$ cat src/rtl/mac_ctrl_if.sv
// Operand stream, group-MAC and result handshake bundle of the MAC job sequencer.
interface mac_ctrl_if #(
  parameter int GROUP_NB  = 4,
  parameter int IMG_WIDTH = 16,
  parameter int KER_WIDTH = 16,
  parameter int CNT_WIDTH = 10
);
  localparam int RES_W = IMG_WIDTH + KER_WIDTH + 1;

  logic                                start;
  logic [CNT_WIDTH-1:0]                cfg_steps;
  logic                                busy;
  logic [GROUP_NB-1:0][IMG_WIDTH-1:0]  str_img;
  logic [GROUP_NB-1:0][KER_WIDTH-1:0]  str_ker;
  logic                                str_val;
  logic                                str_rdy;
  logic [GROUP_NB-1:0][IMG_WIDTH-1:0]  mac_img;
  logic [GROUP_NB-1:0][KER_WIDTH-1:0]  mac_ker;
  logic                                mac_val;
  logic                                mac_clr;
  logic [GROUP_NB-1:0][RES_W-1:0]      mac_result;
  logic [GROUP_NB-1:0][RES_W-1:0]      res_data;
  logic                                res_val;
  logic                                res_rdy;

  modport master (
    input  start, cfg_steps, str_img, str_ker, str_val, mac_result, res_rdy,
    output busy, str_rdy, mac_img, mac_ker, mac_val, mac_clr, res_data, res_val
  );

  modport slave (
    output start, cfg_steps, str_img, str_ker, str_val, mac_result, res_rdy,
    input  busy, str_rdy, mac_img, mac_ker, mac_val, mac_clr, res_data, res_val
  );
endinterface

$ cat src/rtl/mac_ctrl.sv
// Job sequencer for the group MAC: clear, feed cfg_steps beats, drain the MAC
// pipeline, then hold the captured lane results until downstream takes them.
module mac_ctrl_lane #(
  parameter int IMG_WIDTH = 16,
  parameter int KER_WIDTH = 16,
  parameter int RES_W     = 33
) (
  input  logic                 clk_i,
  input  logic                 rst_ni,
  input  logic                 ld_i,
  input  logic                 cap_i,
  input  logic [IMG_WIDTH-1:0] img_i,
  input  logic [KER_WIDTH-1:0] ker_i,
  input  logic [RES_W-1:0]     res_i,
  output logic [IMG_WIDTH-1:0] img_o,
  output logic [KER_WIDTH-1:0] ker_o,
  output logic [RES_W-1:0]     res_o
);
  logic [IMG_WIDTH-1:0] img_q;
  logic [KER_WIDTH-1:0] ker_q;
  logic [RES_W-1:0]     res_q;

  always_ff @(posedge clk_i or negedge rst_ni) begin
    if (!rst_ni) begin
      img_q <= '0;
      ker_q <= '0;
      res_q <= '0;
    end else begin
      if (ld_i) begin
        img_q <= img_i;
        ker_q <= ker_i;
      end
      if (cap_i) res_q <= res_i;
    end
  end

  assign img_o = img_q;
  assign ker_o = ker_q;
  assign res_o = res_q;
endmodule

module mac_ctrl #(
  parameter int GROUP_NB    = 4,
  parameter int IMG_WIDTH   = 16,
  parameter int KER_WIDTH   = 16,
  parameter int CNT_WIDTH   = 10,
  parameter int MAC_LATENCY = 3
) (
  input  logic          clk_i,
  input  logic          rst_ni,
  mac_ctrl_if.master    bus
);
  localparam int RES_W = IMG_WIDTH + KER_WIDTH + 1;
  localparam int DW    = $clog2(MAC_LATENCY + 1);

  typedef enum logic [2:0] {S_IDLE, S_CLEAR, S_RUN, S_DRAIN, S_HOLD} state_t;

  state_t               state_q, state_d;
  logic [CNT_WIDTH-1:0] step_q, step_d;
  logic [DW-1:0]        drain_q, drain_d;
  logic                 mval_q, mval_d;
  logic                 str_rdy, fire, cap;

  logic [GROUP_NB-1:0][IMG_WIDTH-1:0] img_q;
  logic [GROUP_NB-1:0][KER_WIDTH-1:0] ker_q;
  logic [GROUP_NB-1:0][RES_W-1:0]     res_q;

  assign str_rdy = (state_q == S_RUN);
  assign fire    = bus.str_val & str_rdy;

  always_ff @(posedge clk_i or negedge rst_ni) begin
    if (!rst_ni) begin
      state_q <= S_IDLE;
      step_q  <= '0;
      drain_q <= '0;
      mval_q  <= 1'b0;
    end else begin
      state_q <= state_d;
      step_q  <= step_d;
      drain_q <= drain_d;
      mval_q  <= mval_d;
    end
  end

  always_comb begin
    state_d = state_q;
    step_d  = step_q;
    drain_d = drain_q;
    mval_d  = 1'b0;
    cap     = 1'b0;
    case (state_q)
      S_IDLE: begin
        if (bus.start && (bus.cfg_steps != '0)) begin
          step_d  = bus.cfg_steps;
          state_d = S_CLEAR;
        end
      end
      S_CLEAR: state_d = S_RUN;
      S_RUN: begin
        if (fire) begin
          mval_d = 1'b1;
          step_d = step_q - 1'b1;
          // Last beat: start counting out the MAC pipeline behind it.
          if (step_q == CNT_WIDTH'(1)) begin
            drain_d = DW'(MAC_LATENCY);
            state_d = S_DRAIN;
          end
        end
      end
      S_DRAIN: begin
        drain_d = drain_q - 1'b1;
        if (drain_q == DW'(1)) begin
          cap     = 1'b1;
          state_d = S_HOLD;
        end
      end
      S_HOLD: begin
        if (bus.res_rdy) state_d = S_IDLE;
      end
      default: state_d = S_IDLE;
    endcase
  end

  for (genvar g = 0; g < GROUP_NB; g++) begin : g_lane
    mac_ctrl_lane #(
      .IMG_WIDTH (IMG_WIDTH),
      .KER_WIDTH (KER_WIDTH),
      .RES_W     (RES_W)
    ) u_lane (
      .clk_i  (clk_i),
      .rst_ni (rst_ni),
      .ld_i   (fire),
      .cap_i  (cap),
      .img_i  (bus.str_img[g]),
      .ker_i  (bus.str_ker[g]),
      .res_i  (bus.mac_result[g]),
      .img_o  (img_q[g]),
      .ker_o  (ker_q[g]),
      .res_o  (res_q[g])
    );
  end

  assign bus.busy     = (state_q != S_IDLE);
  assign bus.str_rdy  = str_rdy;
  assign bus.mac_clr  = (state_q == S_CLEAR);
  assign bus.mac_val  = mval_q;
  assign bus.mac_img  = img_q;
  assign bus.mac_ker  = ker_q;
  assign bus.res_val  = (state_q == S_HOLD);
  assign bus.res_data = res_q;
endmodule
$ cat src/flat_wrapper.sv
// flat-port wrapper written by rule: the top's interface ports become plain ports
module mac_ctrl_flat 
#(
  parameter int GROUP_NB    = 4,
  parameter int IMG_WIDTH   = 16,
  parameter int KER_WIDTH   = 16,
  parameter int CNT_WIDTH   = 10,
  parameter int MAC_LATENCY = 3
)
  (clk_i, rst_ni, bus_start, bus_cfg_steps, bus_str_img, bus_str_ker, bus_str_val, bus_mac_result, bus_res_rdy, bus_busy, bus_str_rdy, bus_mac_img, bus_mac_ker, bus_mac_val, bus_mac_clr, bus_res_data, bus_res_val);
  mac_ctrl_if #(.GROUP_NB(GROUP_NB), .IMG_WIDTH(IMG_WIDTH), .KER_WIDTH(KER_WIDTH), .CNT_WIDTH(CNT_WIDTH)) bus_i ();
  input  logic clk_i;
  input  logic rst_ni;
  input wire logic [$bits(bus_i.start)-1:0] bus_start;
  input wire logic [$bits(bus_i.cfg_steps)-1:0] bus_cfg_steps;
  input wire logic [$bits(bus_i.str_img)-1:0] bus_str_img;
  input wire logic [$bits(bus_i.str_ker)-1:0] bus_str_ker;
  input wire logic [$bits(bus_i.str_val)-1:0] bus_str_val;
  input wire logic [$bits(bus_i.mac_result)-1:0] bus_mac_result;
  input wire logic [$bits(bus_i.res_rdy)-1:0] bus_res_rdy;
  output wire logic [$bits(bus_i.busy)-1:0] bus_busy;
  output wire logic [$bits(bus_i.str_rdy)-1:0] bus_str_rdy;
  output wire logic [$bits(bus_i.mac_img)-1:0] bus_mac_img;
  output wire logic [$bits(bus_i.mac_ker)-1:0] bus_mac_ker;
  output wire logic [$bits(bus_i.mac_val)-1:0] bus_mac_val;
  output wire logic [$bits(bus_i.mac_clr)-1:0] bus_mac_clr;
  output wire logic [$bits(bus_i.res_data)-1:0] bus_res_data;
  output wire logic [$bits(bus_i.res_val)-1:0] bus_res_val;
  assign bus_i.start = bus_start;
  assign bus_i.cfg_steps = bus_cfg_steps;
  assign bus_i.str_img = bus_str_img;
  assign bus_i.str_ker = bus_str_ker;
  assign bus_i.str_val = bus_str_val;
  assign bus_i.mac_result = bus_mac_result;
  assign bus_i.res_rdy = bus_res_rdy;
  assign bus_busy = bus_i.busy;
  assign bus_str_rdy = bus_i.str_rdy;
  assign bus_mac_img = bus_i.mac_img;
  assign bus_mac_ker = bus_i.mac_ker;
  assign bus_mac_val = bus_i.mac_val;
  assign bus_mac_clr = bus_i.mac_clr;
  assign bus_res_data = bus_i.res_data;
  assign bus_res_val = bus_i.res_val;
  mac_ctrl #(.GROUP_NB(GROUP_NB), .IMG_WIDTH(IMG_WIDTH), .KER_WIDTH(KER_WIDTH), .CNT_WIDTH(CNT_WIDTH), .MAC_LATENCY(MAC_LATENCY)) u_core (.clk_i(clk_i), .rst_ni(rst_ni), .bus(bus_i));
endmodule
$ cat config.mk
export PLATFORM = sky130hd
export DESIGN_NAME = mac_ctrl_flat
export DESIGN_NICKNAME = d
export VERILOG_FILES = /design/src/rtl/mac_ctrl_if.sv /design/src/rtl/mac_ctrl.sv /design/src/flat_wrapper.sv
export SDC_FILE = /design/constraint.sdc
export NUM_CORES = 1
export LEC_CHECK = 0
export BUFFER_PORTS_ARGS = -buffer_cell sky130_fd_sc_hd__buf_2
export CELL_PAD_IN_SITES_DETAIL_PLACEMENT = 1
export CELL_PAD_IN_SITES_GLOBAL_PLACEMENT = 1
export CORE_AREA = 2 2 208 210
export CTS_BUF_LIST = sky130_fd_sc_hd__clkbuf_4 sky130_fd_sc_hd__clkbuf_8
export DETAILED_ROUTE_END_ITERATION = 10
export DIE_AREA = 0 0 210 212
export PLACE_DENSITY_LB_ADDON = 0.3
export SLEW_MARGIN = 20
export SYNTH_ARGS = -nofsm -noshare
export SYNTH_HDL_FRONTEND = slang
export SYNTH_SLANG_ARGS = --single-unit
$ cat constraint.sdc
create_clock -name clk_i -period 2.01 [get_ports clk_i]
set_input_delay 0.201 -clock clk_i [delete_from_list [all_inputs] [get_ports clk_i]]
set_output_delay 0.201 -clock clk_i [all_outputs]
set_load 0.1 [all_outputs]
### Word-level counts from Yosys, hierarchy flattened

Cells that the tools add are included.

| storage, ports and cells | value |
|---|---|
| flip-flop bits (word level) | 276 |
| input port bits | 275 |
| output and inout bits | 265 |
| logic and storage cells | 55 |

| operators by class | value |
|---|---|
| $add $sub $neg | 2 |
| eq/ne operators | 11 |
| mux-type cells | 16 |
| bitwise logic cells | 1 |
| reduce and logical (&&, ||, !) cells | 9 |

Operators with widths:

| kind | count |
|---|---|
| two-way mux 10 bit | 2 |
| case mux 10 bit (2 select lines) | 1 |
| two-way mux 3 bit | 5 |
| case mux 3 bit (5 select lines) | 1 |
| equality test 10 x 1 -> 1 bit (second input constant) | 1 |
| nonzero test 10 bit | 1 |
| subtractor 10 x 1 -> 10 bit (second input constant) | 1 |
| equality test 3 x 2 -> 1 bit (second input constant) | 2 |
| inequality test 2 bit (second input constant) | 3 |
| AND reduction 3 bit | 2 |
| AND reduction 5 bit | 1 |
| two-way mux 1 bit | 4 |
| two-way mux 2 bit | 2 |
| inequality test 2 x 1 -> 1 bit (second input constant) | 2 |
| case mux 2 bit (2 select lines) | 1 |
| nonzero test 2 bit | 2 |
| equality test 3 x 1 -> 1 bit (second input constant) | 1 |
| equality test 3 bit (second input constant) | 1 |
| logical NOT 3 bit | 1 |
| nonzero test 3 bit | 1 |
| equality test 2 x 1 -> 1 bit (second input constant) | 1 |
| subtractor 2 x 1 -> 2 bit (second input constant) | 1 |
| AND 1 bit | 1 |
| logical AND 1 bit | 1 |

### Depth between registers and ports, before layout

| logic depth | value |
|---|---|
| word-level depth | 4 |
| mapped depth | 8 |
| gate-level depth less buffers | 6 |

### Cells and area by module

A second synthesis with hierarchy kept.

| unflattened totals | value |
|---|---|
| cell total of the unflattened synthesis | 662 |
| area, all modules | 11803.8 sq um |

By module, submodules not included:

| module | instances | cells each | area each (sq um) | sequential area each (sq um) |
|---|---|---|---|---|
| mac_ctrl_lane | 4 | 138 | 2700.1 | 1626.6 |
| mac_ctrl | 1 | 110 | 1003.5 | 400.4 |

### Least setup slack after synthesis

Ideal clock, no wire load.

| timing | value |
|---|---|
| path type | register to output |
| start | register u_core.state_q[1] |
| end | output bus_mac_clr |
| arrival time | 2963 ps |
| required time | 1809 ps |
| path slack | -1154 ps |
| stages on the path, launching flop included | 4 |
| buffers on the path | 2 |
| cell sequence | dfrtp_1 -> clkbuf_1 -> clkbuf_1 -> nor3b_1 |

| on the way | value |
|---|---|
| cells in the longest elaborated chain, start to end | 1 |

RTL lines:

| item | RTL line | RTL |
|---|---|---|
| from (decl) | mac_ctrl.sv:58 | `state_t state_q, state_d;` |
| from (signal assigned) | mac_ctrl.sv:78 | `state_q <= state_d;` |
| equality test 3 x 1 -> 1 bit | mac_ctrl.sv:145 | `assign bus.mac_clr = (state_q == S_CLEAR);` |
| to (decl) | flat_wrapper.sv:26 | `output wire logic [$bits(bus_i.mac_clr)-1:0] bus_mac_clr;` |

No other way between the ends.

### Worst setup path after layout

| timing | value |
|---|---|
| start | register u_core.state_q[2] |
| end | output bus_str_rdy |

| on the way | value |
|---|---|
| cells in the longest elaborated chain, start to end | 1 |

RTL lines:

| item | RTL line | RTL |
|---|---|---|
| equality test 3 x 2 -> 1 bit | mac_ctrl.sv:68 | `assign str_rdy = (state_q == S_RUN);` |
| to (decl) | flat_wrapper.sv:22 | `output wire logic [$bits(bus_i.str_rdy)-1:0] bus_str_rdy;` |

No other way between the ends.

==> results.sh <==
export IMPL_status="complete, no violations"
export IMPL_worstMarginPinSlew_ns=0.622
export IMPL_die_y_um=212
export IMPL_crit_arrival_ns=1.74
export IMPL_cts_tree="built"
export IMPL_synth_seq_cells=276
export IMPL_cts_sinks=276
export IMPL_fin_crit_sh_pct=96.4
export IMPL_dieArea_sq_mm=0.0445
export IMPL_htreeDepth=2
export IMPL_grt_max_degree=66
export IMPL_synth_top_family_by_area="multiplexers"
export IMPL_grt_overflow_total=0
export IMPL_utilization_pct=43.7
export IMPL_hpwl_um=26200
export IMPL_synth_largest_area_cell="dfrtp_1"
export IMPL_grt_usage_pct=18.0
export IMPL_r2r_end="u_core.g_lane[2].u_lane.img_o[5]"
export IMPL_cp_top_family="simple AND/OR/NAND/NOR gates"
export IMPL_clk_insertion_delay_late_ns=0.60
export IMPL_worstSetupPathType="reg -> out"
export IMPL_worst_path_buf_inv=3
export IMPL_slowest_delay_ns=0.44
export IMPL_initial_core_util_pct=26.3
export IMPL_core_area_sq_mm=0.0425
export IMPL_multi_input_area_sq_mm=0.00391
export IMPL_syn_nets=947
export IMPL_num_io_pins=540
export IMPL_timing_fmax_ghz=0.516
export IMPL_synth_compound_area_share_pct=2.72
export IMPL_grt_setup_unrepaired="yes"
export IMPL_clkSlewWorstSetupHoldPaths_ns=0.06
export IMPL_routedWlPerCell_um=19.4
export IMPL_synthCells=669
export IMPL_period_minus_slack_ns=1.94
export IMPL_worst_path_stages=4
export IMPL_skew_ns=0.0266
export IMPL_place_gp_congestion=0.782
export IMPL_timing_slew_headroom_pct=58.5
export IMPL_yosys_cell_types_count=44
export IMPL_synth_simple_area_share_pct=1.93
export IMPL_yosysTopAreaCellShare_pct=61.8
export IMPL_hold_violations=0
export IMPL_antenna_found_initial=3
export IMPL_startpoint_type="flop"
export IMPL_drt_pass1_iter_count=4
export IMPL_hp_start="bus_start"
export IMPL_syn_cell_area_sq_mm=0.0112
export IMPL_endpoint_kind="output port"
export IMPL_drv_cap=0
export IMPL_io_buffer_count=539
export IMPL_yosys_top_cells_area="dfrtp_1 62%, mux2_2 16%, mux2_4 13%"
export IMPL_endpoint="bus_str_rdy"
export IMPL_startpoint="u_core.state_q[2]"
export IMPL_async_flop_share_pct=100
export IMPL_regToRegSetupSlack_ns=0.08
export IMPL_fp_row_count=76
export IMPL_yosys_area_share_xor_xnor_pct=0
export IMPL_n_fill_cell=4528
export IMPL_muxShareOfSynthArea_pct=29.7
export IMPL_slew_viol_final=0
export IMPL_antenna_left=0
export IMPL_reg2reg_from="u_core.state_q[2]"
export IMPL_synth_edf_count=0
export IMPL_slowest_stage="or3b_4"
export IMPL_worstRegToRegCells=5
export IMPL_nets=1809
export IMPL_cts_buffers=51
export IMPL_ys_warn_count=0
export IMPL_setup_violations=0
export IMPL_drive_gt1_share_pct=59.7
export IMPL_num_vias=9155
export IMPL_synth_fa_ha_area_share_pct=0.336
export IMPL_drc_errors=0
export IMPL_area_growth_pct=66.3
export IMPL_dr_first_iter_drc_count=302
export IMPL_path_max_fanout=4
export IMPL_worstHoldPathType="in -> reg"
export IMPL_vias_per_cell=4.32
export IMPL_wirelength_um=41100
export IMPL_ys_seq_area_share_pct=61.8
export IMPL_synth_main_ff_cell="dfrtp_1"
export IMPL_grt_pass1_vias=10623
export IMPL_clock_path_buffers=3
export IMPL_seq_area_sq_mm=0.00691
export IMPL_root_buffer="clkbuf_8"
export IMPL_crit_required_ns=1.81
export IMPL_grt_pass1_wl_um=62000
export IMPL_avgSynthCellArea_sq_um=16.7
export IMPL_path_cells="or3b_4 > clkinv_8 > buf_8 > buf_12"
export IMPL_die_x_um=210
## cell usage in the layout, fill, tap and decap left out, drive strengths merged, types with 2 or more instances in the layout
cell type	netlist	final
ha	3	3
or4	2	2
dfrtp	276	276
clkinv	1	5
o31ai	3	3
inv	8	8
dlygate4sd3	0	272
nor2	5	5
mux2	261	261
or3	2	2
buf	23	575
nand2	4	4
o211ai	6	6
o21ai	13	13
nor4	4	4
o2bb2ai	6	6
nand3	2	2
or3b	2	2
a22oi	3	3
a21oi	8	8
nor3	4	4
nand3b	2	2
and2	2	2
clkbuf	15	87
diode	0	3
## layer usage
layer / wire length, um / vias to the layer above / GRT usage (%) / part of all wire [%]
met3: 3150 / 62 / 5.85 / 7.7
li1: - / 4118 / - / -
met4: 1050 / 0 / 5.75 / 2.6
met1: 15600 / 4591 / 19.9 / 38
met5: 0 / - / 0 / 0
met2: 21300 / 384 / 32.8 / 52
## through the flow
stage / setup slack (ns) / setup TNS (ns) / hold WS [ns] / instances / area, sq um
after floorplan: -0.00549 / -0.549 / -0.0946 / 669 / 11200
after global placement: 0.0562 / 0 / 0.215 / 1750 / 14700
after detailed placement: 0.0450 / 0 / 0.225 / 1750 / 14700
after CTS: -0.0618 / -0.0806 / 0.106 / 2114 / 18500
after global routing: -0.0192 / -0.0192 / 0.181 / 2119 / 18600
final: 0.0728 / 0 / 0.180 / 2119 / 18600
## flip-flops by register name, indices dropped and copies added (netlist names)
| register | cells |
|---|---|
| u_core.g_lane.u_lane.img_o | 64 |
| u_core.state_q | 3 |
| u_core.step_q | 10 |
| u_core.g_lane.u_lane.ker_o | 64 |
| u_core.g_lane.u_lane.res_o | 132 |
| u_core.drain_q | 2 |
| u_core.bus.mac_val | 1 |
## cell type report
class                      count  area share (%)
tap                          546            3.68
clock buffer                  87            5.94
clock inverter                 5           0.148
sequential                   276            37.2
antenna                        3          0.0404
multi-input combinational    346            21.0
timing repair buffer         847            31.8
inverter                       9           0.249
## synthesized netlist by cell type, types with 3 or more instances
library cell    n
a21oi_1         8
a22oi_1         3
buf_12         11
buf_2           8
buf_6           3
clkbuf_1       15
dfrtp_1       276
ha_1            3
inv_1           8
mux2_2        161
mux2_4        100
nand2_1         4
nor2_1          5
nor3_1          4
nor4_1          4
o211ai_1        6
o21ai_0        11
o2bb2ai_1       6
o31ai_1         3
## worst reg2reg max path, stage by stage, from the launching register on
cell and delay, ns:
dfrtp_1 0.38, or3b_4 0.44, clkinv_8 0.06, and2_4 0.24, buf_12 0.27, mux2_2 0.43
## what timing repair did
action                     in CTS  in global routing
hold endpoints to repair      354                  0
pin swaps                       0                  1
hold buffers                  272                  0
resized for setup               5                  8
setup endpoints to repair       4                  5
buffers inserted                0                  2
## how the worst min path moves through the flow
stage | to | cells past startpoint | slack, ns
2_1_floorplan | u_core.bus.mac_val | 0 | -0.09
3_3_place_gp | u_core.step_q[6] | 1 | 0.21
3_5_place_dp | u_core.step_q[6] | 1 | 0.22
4_1_cts | u_core.state_q[0] | 6 | 0.11
5_1_grt | u_core.step_q[6] | 2 | 0.18
6_report | u_core.state_q[0] | 6 | 0.18
## logic make-up (layout without fill, tap and decap cells)
group           count (synthesis)  after routing
flops                         276            276
fa+ha+maj                       3              3
mux                           261            261
other cells                     0              3
buf+inv                        47            948
simple gates                   36             36
compound gates                 46             46
Power is left out: the tool's default activity adds up to more than one toggle a clock period on the data nets, which glitch-free logic cannot reach.
